[config.mk]
export PLATFORM = sky130hd
export DESIGN_NAME = sram_port_arbiter
export DESIGN_NICKNAME = d
export VERILOG_FILES = /design/src/rtl/sram_arb_pkg.sv /design/src/rtl/sram_arb_rr2.sv /design/src/rtl/sram_port_arbiter.sv
export SDC_FILE = /design/constraint.sdc
export NUM_CORES = 1
export LEC_CHECK = 0
export ABC_AREA = 0
export BUFFER_PORTS_ARGS = -buffer_cell sky130_fd_sc_hd__buf_4
export CAP_MARGIN = 40
export CORE_AREA = 2 2 105 107
export DETAILED_ROUTE_END_ITERATION = 12
export DIE_AREA = 0 0 107 109
export PLACE_DENSITY = 0.43
export REMOVE_ABC_BUFFERS = 1
export SLEW_MARGIN = 20
export SYNTH_ARGS = -nofsm -noshare
export SYNTH_HDL_FRONTEND = slang
export SYNTH_SLANG_ARGS = --single-unit
[constraint.sdc]
create_clock -name clk -period 1.5 [get_ports clk]
set_clock_uncertainty 0.2 [all_clocks]
set_input_delay 0.3 -clock clk [delete_from_list [all_inputs] [get_ports clk]]
set_output_delay 0.3 -clock clk [all_outputs]
set_load 0.01 [all_outputs]
[src/rtl/sram_arb_pkg.sv]
`default_nettype none
// ============================================================================
//  Module   : sram_arb_pkg
//  Purpose  : Shared types and constants for the SRAM port arbiter.
//             - rd_owner_t : which requester owns the outstanding read
//             - prio_t     : round-robin priority pointer encoding
//             - PRIO_RESET : pointer value after reset (data side first)
//  Revision : 1.0  initial release
// ============================================================================
package sram_arb_pkg;

    typedef enum logic [1:0] {
        NONE = 2'd0,
        I    = 2'd1,
        D    = 2'd2
    } rd_owner_t;

    typedef enum logic {
        PRIO_I = 1'b0,
        PRIO_D = 1'b1
    } prio_t;

    localparam prio_t PRIO_RESET = PRIO_D;

    localparam int unsigned PERF_CNT_W = 32;

endpackage : sram_arb_pkg
`default_nettype wire

[src/rtl/sram_arb_rr2.sv]
`default_nettype none
// ============================================================================
//  Module   : sram_arb_rr2
//  Purpose  : Two-way round-robin picker. Grant is combinational from the
//             request vector; the priority pointer flop moves to the losing
//             requester after every contested cycle.
//  Ports    : clk      - clock, rising edge
//             rst_n    - asynchronous active-low reset
//             i_req[1:0] - requests (bit 0 = instruction, bit 1 = data)
//             o_gnt[1:0] - grants, one-hot or zero
//  Revision : 1.0  initial release
// ============================================================================
module sram_arb_rr2
    import sram_arb_pkg::*;
(
    input  logic       clk,
    input  logic       rst_n,
    input  logic [1:0] i_req,
    output logic [1:0] o_gnt
);

    prio_t r_prio;
    prio_t w_prio_nxt;

    always_ff @(posedge clk or negedge rst_n) begin
        if (!rst_n) begin
            r_prio <= PRIO_RESET;
        end else begin
            r_prio <= w_prio_nxt;
        end
    end

    always_comb begin
        o_gnt      = 2'b00;
        w_prio_nxt = r_prio;
        case (i_req)
            2'b01: o_gnt = 2'b01;
            2'b10: o_gnt = 2'b10;
            2'b11: begin
                // Contested: serve the pointer side, hand priority to the loser.
                if (r_prio == PRIO_D) begin
                    o_gnt      = 2'b10;
                    w_prio_nxt = PRIO_I;
                end else begin
                    o_gnt      = 2'b01;
                    w_prio_nxt = PRIO_D;
                end
            end
            default: o_gnt = 2'b00;
        endcase
    end

endmodule : sram_arb_rr2
`default_nettype wire

[src/rtl/sram_port_arbiter.sv]
`default_nettype none
// ============================================================================
//  Module   : sram_port_arbiter
//  Purpose  : Shares one synchronous single-port SRAM between an instruction
//             fetch port (read-only) and a data port (read/write). One access
//             per cycle, round-robin on conflict, read data returned one cycle
//             after the grant with a per-requester valid strobe.
//  Ports    : clk, resetn (async active-low)
//             i_req/i_addr -> i_gnt, i_rvalid, i_rdata      instruction side
//             d_req/d_wen/d_addr/d_wdata -> d_gnt, d_rvalid, d_rdata  data side
//             sram_en/sram_wen/sram_addr/sram_wdata -> SRAM, sram_rdata <- SRAM
//  Options  : SRAM_ARB_PERF_EN adds perf_i_grants, perf_d_grants and
//             perf_conflicts (32-bit saturating event counters).
//  Revision : 1.0  initial release
// ============================================================================
module sram_port_arbiter
    import sram_arb_pkg::*;
#(
    parameter int ADDR_W = 32,
    parameter int DATA_W = 32
) (
    input  logic                clk,
    input  logic                resetn,

    input  logic                i_req,
    input  logic [ADDR_W-1:0]   i_addr,
    output logic                i_gnt,
    output logic                i_rvalid,
    output logic [DATA_W-1:0]   i_rdata,

    input  logic                d_req,
    input  logic [DATA_W/8-1:0] d_wen,
    input  logic [ADDR_W-1:0]   d_addr,
    input  logic [DATA_W-1:0]   d_wdata,
    output logic                d_gnt,
    output logic                d_rvalid,
    output logic [DATA_W-1:0]   d_rdata,

    output logic                sram_en,
    output logic [DATA_W/8-1:0] sram_wen,
    output logic [ADDR_W-1:0]   sram_addr,
    output logic [DATA_W-1:0]   sram_wdata,
    input  logic [DATA_W-1:0]   sram_rdata
`ifdef SRAM_ARB_PERF_EN
    ,
    output logic [PERF_CNT_W-1:0] perf_i_grants,
    output logic [PERF_CNT_W-1:0] perf_d_grants,
    output logic [PERF_CNT_W-1:0] perf_conflicts
`endif
);

    localparam int BE_W = DATA_W / 8;

    logic [1:0] w_req;
    logic [1:0] w_gnt;
    logic       w_d_read;
    rd_owner_t  r_rd_owner;

    // Requests are masked while reset is held so no grant or SRAM enable
    // can leak out combinationally during reset.
    assign w_req = {d_req & resetn, i_req & resetn};

    sram_arb_rr2 u_rr2 (
        .clk   (clk),
        .rst_n (resetn),
        .i_req (w_req),
        .o_gnt (w_gnt)
    );

    assign i_gnt    = w_gnt[0];
    assign d_gnt    = w_gnt[1];
    assign w_d_read = d_gnt && (d_wen == '0);

    // SRAM drive: granted side's payload, zero when idle.
    assign sram_en    = i_gnt | d_gnt;
    assign sram_wen   = d_gnt ? d_wen : {BE_W{1'b0}};
    assign sram_addr  = d_gnt ? d_addr  : (i_gnt ? i_addr : {ADDR_W{1'b0}});
    assign sram_wdata = d_gnt ? d_wdata : {DATA_W{1'b0}};

    // Owner of the read whose data appears on sram_rdata next cycle.
    always_ff @(posedge clk or negedge resetn) begin
        if (!resetn) begin
            r_rd_owner <= NONE;
        end else if (w_d_read) begin
            r_rd_owner <= D;
        end else if (i_gnt) begin
            r_rd_owner <= I;
        end else begin
            r_rd_owner <= NONE;
        end
    end

    assign i_rvalid = (r_rd_owner == I);
    assign d_rvalid = (r_rd_owner == D);
    assign i_rdata  = sram_rdata;
    assign d_rdata  = sram_rdata;

`ifdef SRAM_ARB_PERF_EN
    logic [PERF_CNT_W-1:0] r_perf_i;
    logic [PERF_CNT_W-1:0] r_perf_d;
    logic [PERF_CNT_W-1:0] r_perf_c;

    // Saturating counters: stick at all-ones instead of wrapping.
    always_ff @(posedge clk or negedge resetn) begin
        if (!resetn) begin
            r_perf_i <= '0;
            r_perf_d <= '0;
            r_perf_c <= '0;
        end else begin
            if (i_gnt && (r_perf_i != '1)) begin
                r_perf_i <= r_perf_i + 1'b1;
            end
            if (d_gnt && (r_perf_d != '1)) begin
                r_perf_d <= r_perf_d + 1'b1;
            end
            if (i_req && d_req && (r_perf_c != '1)) begin
                r_perf_c <= r_perf_c + 1'b1;
            end
        end
    end

    assign perf_i_grants  = r_perf_i;
    assign perf_d_grants  = r_perf_d;
    assign perf_conflicts = r_perf_c;
`endif

endmodule : sram_port_arbiter
`default_nettype wire

### Yosys cells after proc, flatten, opt, wreduce, memory -nomap -nowiden

Index checks and enable logic that the tools add are counted.

| operators by class | value |
|---|---|
| eq/ne operators | 5 |
| muxes and demuxes | 9 |
| bitwise operators | 3 |
| reduce and logical (&&, ||, !) cells | 2 |

Operator list:

| cell | number |
|---|---|
| $mux W32 | 3 |
| $eq A2 B2 Y1 const B | 3 |
| $pmux W2 S3 | 1 |
| $eq A2 B1 Y1 const B | 2 |
| $logic_not A4 Y1 | 1 |
| $mux W2 | 2 |
| $mux W4 | 1 |
| $and A1 B1 Y1 | 2 |
| $mux W1 | 2 |
| $logic_and A1 B1 Y1 | 1 |
| $or A1 B1 Y1 | 1 |

| word-level totals | value |
|---|---|
| register bits after elaboration | 3 |
| input bits | 136 |
| output and inout bits | 137 |

### Logic depth before layout (Yosys ltp)

Gate-level depths: netlist of the first run.

| logic depth | value |
|---|---|
| word-level depth | 5 |
| gate-level depth with buffers | 4 |
| gate-level depth less buffers | 3 |

### Modules after synthesis

A second synthesis of the first run with hierarchy kept.

| second synthesis, totals | value |
|---|---|
| cells, all modules | 161 |
| area total of the unflattened synthesis | 1,246.2 µm² |

By module, submodules not included:

| module | times used | cells an instance | area an instance (µm²) | sequential area each (µm²) |
|---|---|---|---|---|
| sram_port_arbiter | 1 | 155 | 1,188.6 | 50.0 |
| sram_arb_rr2 | 1 | 6 | 57.6 | 26.3 |

### Least setup slack after synthesis of the first run

OpenSTA, ideal clock, no wires.

| path | value |
|---|---|
| path type | register -> output |
| start point | reg u_rr2.r_prio |
| end point | out sram_addr[0] |
| data arrival time | 1.192 ns |
| setup slack | -0.192 ns |
| cell stages (with the launch flop) | 5 |
| cells stage by stage | dfstp_2 -> inv_1 -> a21oi_2 -> buf_2 -> a22o_1 |

| between the ends | value |
|---|---|
| longest elaborated chain between the ends | 4 |

RTL lines:

| element | line | RTL |
|---|---|---|
| from (decl) | sram_arb_rr2.sv:22 | `prio_t r_prio;` |
| from (signal assigned) | sram_arb_rr2.sv:29 | `r_prio <= w_prio_nxt;` |
| $mux W2 (*) | sram_arb_rr2.sv:41 | `if (r_prio == PRIO_D) begin` |
| $pmux W2 S3 (*) | sram_arb_rr2.sv:36 | `case (i_req)` |
| $mux W32 | sram_port_arbiter.sv:77 | `assign sram_addr = d_gnt ? d_addr : (i_gnt ? i_addr : {ADDR_W{1'b0}});` |
| $mux W32 (*) | sram_port_arbiter.sv:77 |  |
| to (decl) | sram_port_arbiter.sv:41 | `output logic [ADDR_W-1:0] sram_addr,` |

Mark *: on every way between the ends. The rest lies on a longest branch, timed or not.

### Final worst setup path of the first run

| path | value |
|---|---|
| start point | reg u_rr2.r_prio |
| end point | out sram_addr[8] |

The elaborated chain is that of the path after synthesis.

==> results.json, run 1 <==
{
  "status": "finished, violations left",
  "failed_checks": "negative setup slack",
  "fp.dieH_um": 109,
  "seqPwrFrac_pct": 8.7,
  "fmax_mhz": 500,
  "grt_overflow": 0,
  "routedWlPerCell_um": 18.5,
  "grt_pass1_wl_um": 9900,
  "power_frac_clock_pct": 17.6,
  "p_switching_mw": 0.465,
  "powerDensity_nw_per_um2": 569,
  "period_share_pct": 133,
  "sw_frac_of_total_pct": 34.1,
  "fp.dieW_um": 107,
  "cp.required_ns": 1.00,
  "finalInstanceArea_um2": 2400,
  "syn-cell-area_um2": 1190,
  "hold_slack_ns": 0.113,
  "core_area_um2": 10600,
  "rsz0062_at_grt": "true",
  "syn2layout_area_growth_pct": 101,
  "finalWorstSetupSlack_ns": -0.500,
  "vdd_drop_max_v": 0.000210,
  "layout_common_cells": "179 x buf_4, 35 x and2_1, 32 x a22o_1",
  "totalWireLength_um": 7740,
  "first_global_vias": 1574,
  "min_period_ns": 2.00,
  "ys_warn_count": 0,
  "finalWeightedCongestion": 0.730,
  "criticalPathCategory": "flip-flop to primary output",
  "finalSetupViolCount": 70,
  "dieArea_um2": 11700,
  "p_total_mw": 1.36,
  "worstSetupEndpointType": "primary output",
  "postPlaceCellArea_um2": 2290,
  "cts.reportedPaths.clkPinSlew_ns": 0.03,
  "yosysSeqAreaShare_pct": 6.40,
  "port_buffers": 176,
  "cts_max_path_buffers": 2,
  "cts_tree": "yes",
  "crit_arrival_ns": 1.50,
  "finalNonFillerCells": 417,
  "maxCapViolations": 0,
  "vias": 1627,
  "hold_violations": 0,
  "grtUsageTotal_pct": 11.6,
  "crit_fanout": 7,
  "max_slew_margin_pct": 80.6,
  "grt_max_degree": 36,
  "dp_hpwl_um": 6450,
  "leakagePower_nw": 1.28,
  "numPlacedInstances": 410,
  "power_frac_comb_pct": 73.7,
  "rows": 38,
  "numCtsBuffers": 3,
  "setup_tns_ns": -32.26,
  "drt-vias-per-instance": 3.90,
  "syn_avg_cell_area_um2": 7.55,
  "drv_slew": 0,
  "drt_pass1_iterations": 6,
  "synth-seq-cells": 3,
  "clock-sinks": 3,
  "layout-drive-gt1-share_pct": 71.1,
  "first_iter_violations": 49,
  "ant_nets": 0,
  "nets": 414,
  "synth_cells": 158,
  "postCtsSetupRepairBufs": 0,
  "hp-class": "input port to flip-flop",
  "root_buffer": "clkbuf_8",
  "worstSetupStartpointType": "flip-flop",
  "worst_pin_slew_ns": 0.290,
  "clk_latency_ns": 0.22,
  "htree_levels": 1,
  "drc": 0,
  "top_level_ports": 273,
  "p_int_mw": 0.899,
  "synth.distinct_cells": 16,
  "antenna_found_initial": 0,
  "start_util_pct": 11.2,
  "final_common_cell": "buf_4",
  "n_antenna_cell": 0
}
==> stage by stage <==
step / setup slack, ns / util [%]
2_1_floorplan: -1.22 / -
3_3_place_gp: -0.256 / 21.6
3_5_place_dp: -0.274 / 21.6
4_1_cts: -0.498 / 22.1
5_1_grt: -0.551 / 22.6
6_report: -0.500 / 22.6
==> Yosys cell counts <==
library cell | count | area (um2)
a21oi_1 | 1 | 5.00
a21oi_2 | 2 | 17.5
a22o_1 | 32 | 280
and2_1 | 37 | 231
buf_2 | 7 | 35.0
buf_4 | 64 | 480
clkbuf_2 | 3 | 15.0
dfrtp_1 | 2 | 50.1
dfstp_2 | 1 | 26.3
inv_1 | 1 | 3.75
nand2_1 | 2 | 7.51
nand3_1 | 1 | 5.00
nor2b_1 | 2 | 12.5
nor4_1 | 1 | 6.26
o21a_1 | 1 | 7.51
xnor2_1 | 1 | 8.76
==> timing repair <==
action	CTS	global route
endpoints found under the setup margin	70	70
endpoints found under the hold margin	3	0
gates resized for setup	1	6
hold buffers	1	0
cloned	0	2
==> metal layers <==
layer	vias to the layer above	global-route usage, %	part of all wire (%)
met5	-	10.7	2.1
met4	6	1.39	0.36
met3	8	11.4	20
met2	199	13.9	38
met1	707	13.8	39
li1	707	-	-
==> critical path: stages (launching register included) <==
cell and delay (ns):
dfstp_2 0.52, buf_4 0.12, a21oi_4 0.09, clkbuf_16 0.18
a22o_1 0.22, buf_4 0.14
==> sequential cells by signal, indices dropped and copies added, names as in the netlist <==
register      cells
r_rd_owner        2
u_rr2.r_prio      1
==> power groups by stage <==
stage / clock network [mW] / logic, mW / registers (mW)
2_1_floorplan: 0 / 0.327 / 0.127
3_3_place_gp: 0 / 0.982 / 0.117
3_5_place_dp: 0 / 0.978 / 0.118
4_1_cts: 0.245 / 0.985 / 0.119
5_1_grt: 0.253 / 1.08 / 0.120
6_report: 0.239 / 1.01 / 0.119
==> final timing paths <==
path | startpoint | endpoint | slack, ns | depth (start not counted)
hold / removal | d_req | r_rd_owner[0] | 0.11 | 2
hold reg to reg | u_rr2.r_prio | u_rr2.r_prio | 0.56 | 3
setup / recovery | u_rr2.r_prio | sram_addr[8] | -0.50 | 5
setup reg to reg | u_rr2.r_prio | r_rd_owner[1] | 0.14 | 4
min in group asynchronous | resetn | r_rd_owner[0] | 0.35 | 3
max in group asynchronous | resetn | u_rr2.r_prio | 0.52 | 3
==> area by class of cell <==
class | count | area, um2
Clock buffer | 4 | 45.0
Sequential cell | 3 | 76.3
Tap cell | 140 | 175
Timing Repair Buffer | 189 | 1500
Inverter | 1 | 3.75
Multi-Input combinational cell | 80 | 602
Fill cell | 1174 | 8210
==> kinds of logic after synthesis <==
logic type | synth area share, %
buf+inv | 44.8
simple gates | 22.0
compound gates | 26.0
flops | 6.40
xor+xnor | 0.735
(Power assumes the default switching activity.)
==> run 2, diff against run 1 <==
--- a/config.mk
+++ b/config.mk
@@ -8,10 +8,12 @@
 export ABC_AREA = 0
 export BUFFER_PORTS_ARGS = -buffer_cell sky130_fd_sc_hd__buf_4
 export CAP_MARGIN = 40
+export CELL_PAD_IN_SITES_DETAIL_PLACEMENT = 0
+export CELL_PAD_IN_SITES_GLOBAL_PLACEMENT = 1
 export CORE_AREA = 2 2 105 107
 export DETAILED_ROUTE_END_ITERATION = 12
 export DIE_AREA = 0 0 107 109
-export PLACE_DENSITY = 0.43
+export PLACE_DENSITY = 0.73
 export REMOVE_ABC_BUFFERS = 1
 export SLEW_MARGIN = 20
 export SYNTH_ARGS = -nofsm -noshare
==> constraint.sdc (replaced) <==
create_clock -name clk -period 2.45 [get_ports clk]
set_clock_uncertainty 0.2 [all_clocks]
set_input_delay 0.49 -clock clk [delete_from_list [all_inputs] [get_ports clk]]
set_output_delay 0.49 -clock clk [all_outputs]
set_load 0.01 [all_outputs]
==> run 2 against run 1 <==
  * Register-to-register slack gained 0.87 ns
  * The flow now finishes without violations
  * Core utilization shrank 1.1 points
  * First-iteration DRC count grew 31%
  * Via count shrank 3.7%
==> results.json, run 2 (synthesis results as in run 1) <==
{
  "rsz0062_at_grt": "false",
  "cts_tree": "yes",
  "cp.required_ns": 1.76,
  "grt_pass1_wl_um": 9250,
  "totalWireLength_um": 7150,
  "crit_start": "u_rr2.r_prio",
  "grt_max_degree": 46,
  "fill_cells": 1157,
  "powerDensity_nw_per_um2": 339,
  "crit_arrival_ns": 1.66,
  "first_global_vias": 1511,
  "reg2reg_depth": 4,
  "period_share_pct": 95.7,
  "worstSetupStartpointType": "flip-flop",
  "drv_slew": 0,
  "clock-sinks": 3,
  "top_regs": "r_rd_owner x2, u_rr2.r_prio x1",
  "finish.utilization_pct": 21.5,
  "htree_levels": 1,
  "fp.dieW_um": 107,
  "dp_hpwl_um": 6220,
  "min_period_ns": 2.35,
  "fp.dieH_um": 109,
  "finalNonFillerCells": 409,
  "grt_overflow": 0,
  "port_buffers": 176,
  "criticalPathCategory": "flip-flop to primary output",
  "syn2layout_area_growth_pct": 91.5,
  "ant_nets": 0,
  "vias": 1566,
  "max_slew_margin_pct": 81.7,
  "setup_tns_ns": 0,
  "status": "finished clean",
  "vdd_drop_max_v": 0.000184,
  "hp-class": "input port to asynchronous set/reset pin",
  "crit_fanout": 25,
  "worst_pin_slew_ns": 0.274,
  "cts_max_path_buffers": 2,
  "grtUsageTotal_pct": 11.0,
  "top_level_ports": 273,
  "largest-register": "r_rd_owner",
  "cts.reportedPaths.clkPinSlew_ns": 0.03,
  "finalWorstSetupSlack_ns": 0.104,
  "clk_latency_ns": 0.22,
  "drt-vias-per-instance": 3.83,
  "drc": 0,
  "postCtsSetupRepairBufs": 0,
  "finalSetupViolCount": 0,
  "drt_pass1_iterations": 4,
  "final_common_cell": "buf_4",
  "core_area_um2": 10600,
  "layout-drive-gt1-share_pct": 69.1,
  "routedWlPerCell_um": 17.5,
  "maxCapViolations": 0,
  "antenna_found_initial": 0,
  "leakagePower_nw": 1.23,
  "worstReg2RegStart": "u_rr2.r_prio",
  "numPlacedInstances": 404,
  "n_antenna_cell": 0,
  "worstSetupEndpointType": "primary output",
  "numCtsBuffers": 3,
  "hold_violations": 0,
  "first_iter_violations": 64,
  "postCtsResizedCells": 0,
  "start_util_pct": 11.2,
  "largest_register_ffs": 2,
  "nets": 406,
  "p_total_mw": 0.774,
  "fmax_mhz": 426,
  "ff2ff_setup_slack_ns": 1.01,
  "finalWeightedCongestion": 0.751,
  "r2r_end": "r_rd_owner[1]",
  "dieArea_um2": 11700,
  "crit_end": "sram_addr[7]",
  "rows": 38,
  "layout_common_cells": "178 x buf_4, 37 x and2_1, 32 x a22o_1",
  "dp_slack_ns": 0.262,
  "root_buffer": "clkbuf_8"
}
run 2: power by group:
part           internal [mW]  switching [mW]  total, mW
combinational          0.326           0.218      0.543
clock                  0.111          0.0360      0.147
sequential            0.0672          0.0160     0.0832
run 2: worst min path at each step:
stage	from	endpoint	slack [ns]	cells after the start
global route	resetn	u_rr2.r_prio	0.03	1
detailed placement	resetn	r_rd_owner[0]	0.1	1
floorplan	resetn	r_rd_owner[0]	-0.006	0
finish	resetn	u_rr2.r_prio	0.04	1
CTS	resetn	u_rr2.r_prio	0.03	1
global placement	resetn	r_rd_owner[1]	0.09	1
run 2: worst max-delay path: stages, from the launching register on:
cell and delay (ns):
dfstp_2 0.57, inv_1 0.08, a21oi_4 0.16, buf_4 0.30
a22o_1 0.18, buf_4 0.12
run 2: stage by stage:
| stage | area (um2) | hold WS (ns) |
|---|---|---|
| 2_1_floorplan | 662 | -0.00559 |
| 3_3_place_gp | 2230 | 0.0948 |
| 3_5_place_dp | 2230 | 0.0993 |
| 4_1_cts | 2280 | 0.0321 |
| 5_1_grt | 2280 | 0.0348 |
| 6_report | 2280 | 0.0376 |
run 2: area by class of cell:
class                           count  area (um2)  area share, %
Timing Repair Buffer              181        1390           60.7
Tap cell                          140         175           7.67
Multi-Input combinational cell     80         597           26.1
Inverter                            1        3.75          0.164
Sequential cell                     3        76.3           3.34
Clock buffer                        4        45.0           1.97
run 2: per-layer routing:
layer  GRT usage (%)  routed length, um  vias to the layer above
li1                -                  -                      692
met1            11.6               2660                      676
met5            11.2                157                        -
met3            11.9               1570                        8
met4            2.41                 61                        4
met2            13.9               2700                      186
run 2: what timing repair did:
| action | 4_1_cts | 5_1_grt |
|---|---|---|
| endpoints found under the setup margin | 0 | 0 |
| hold endpoints to repair | 2 | 0 |
| hold buffers | 1 | 0 |
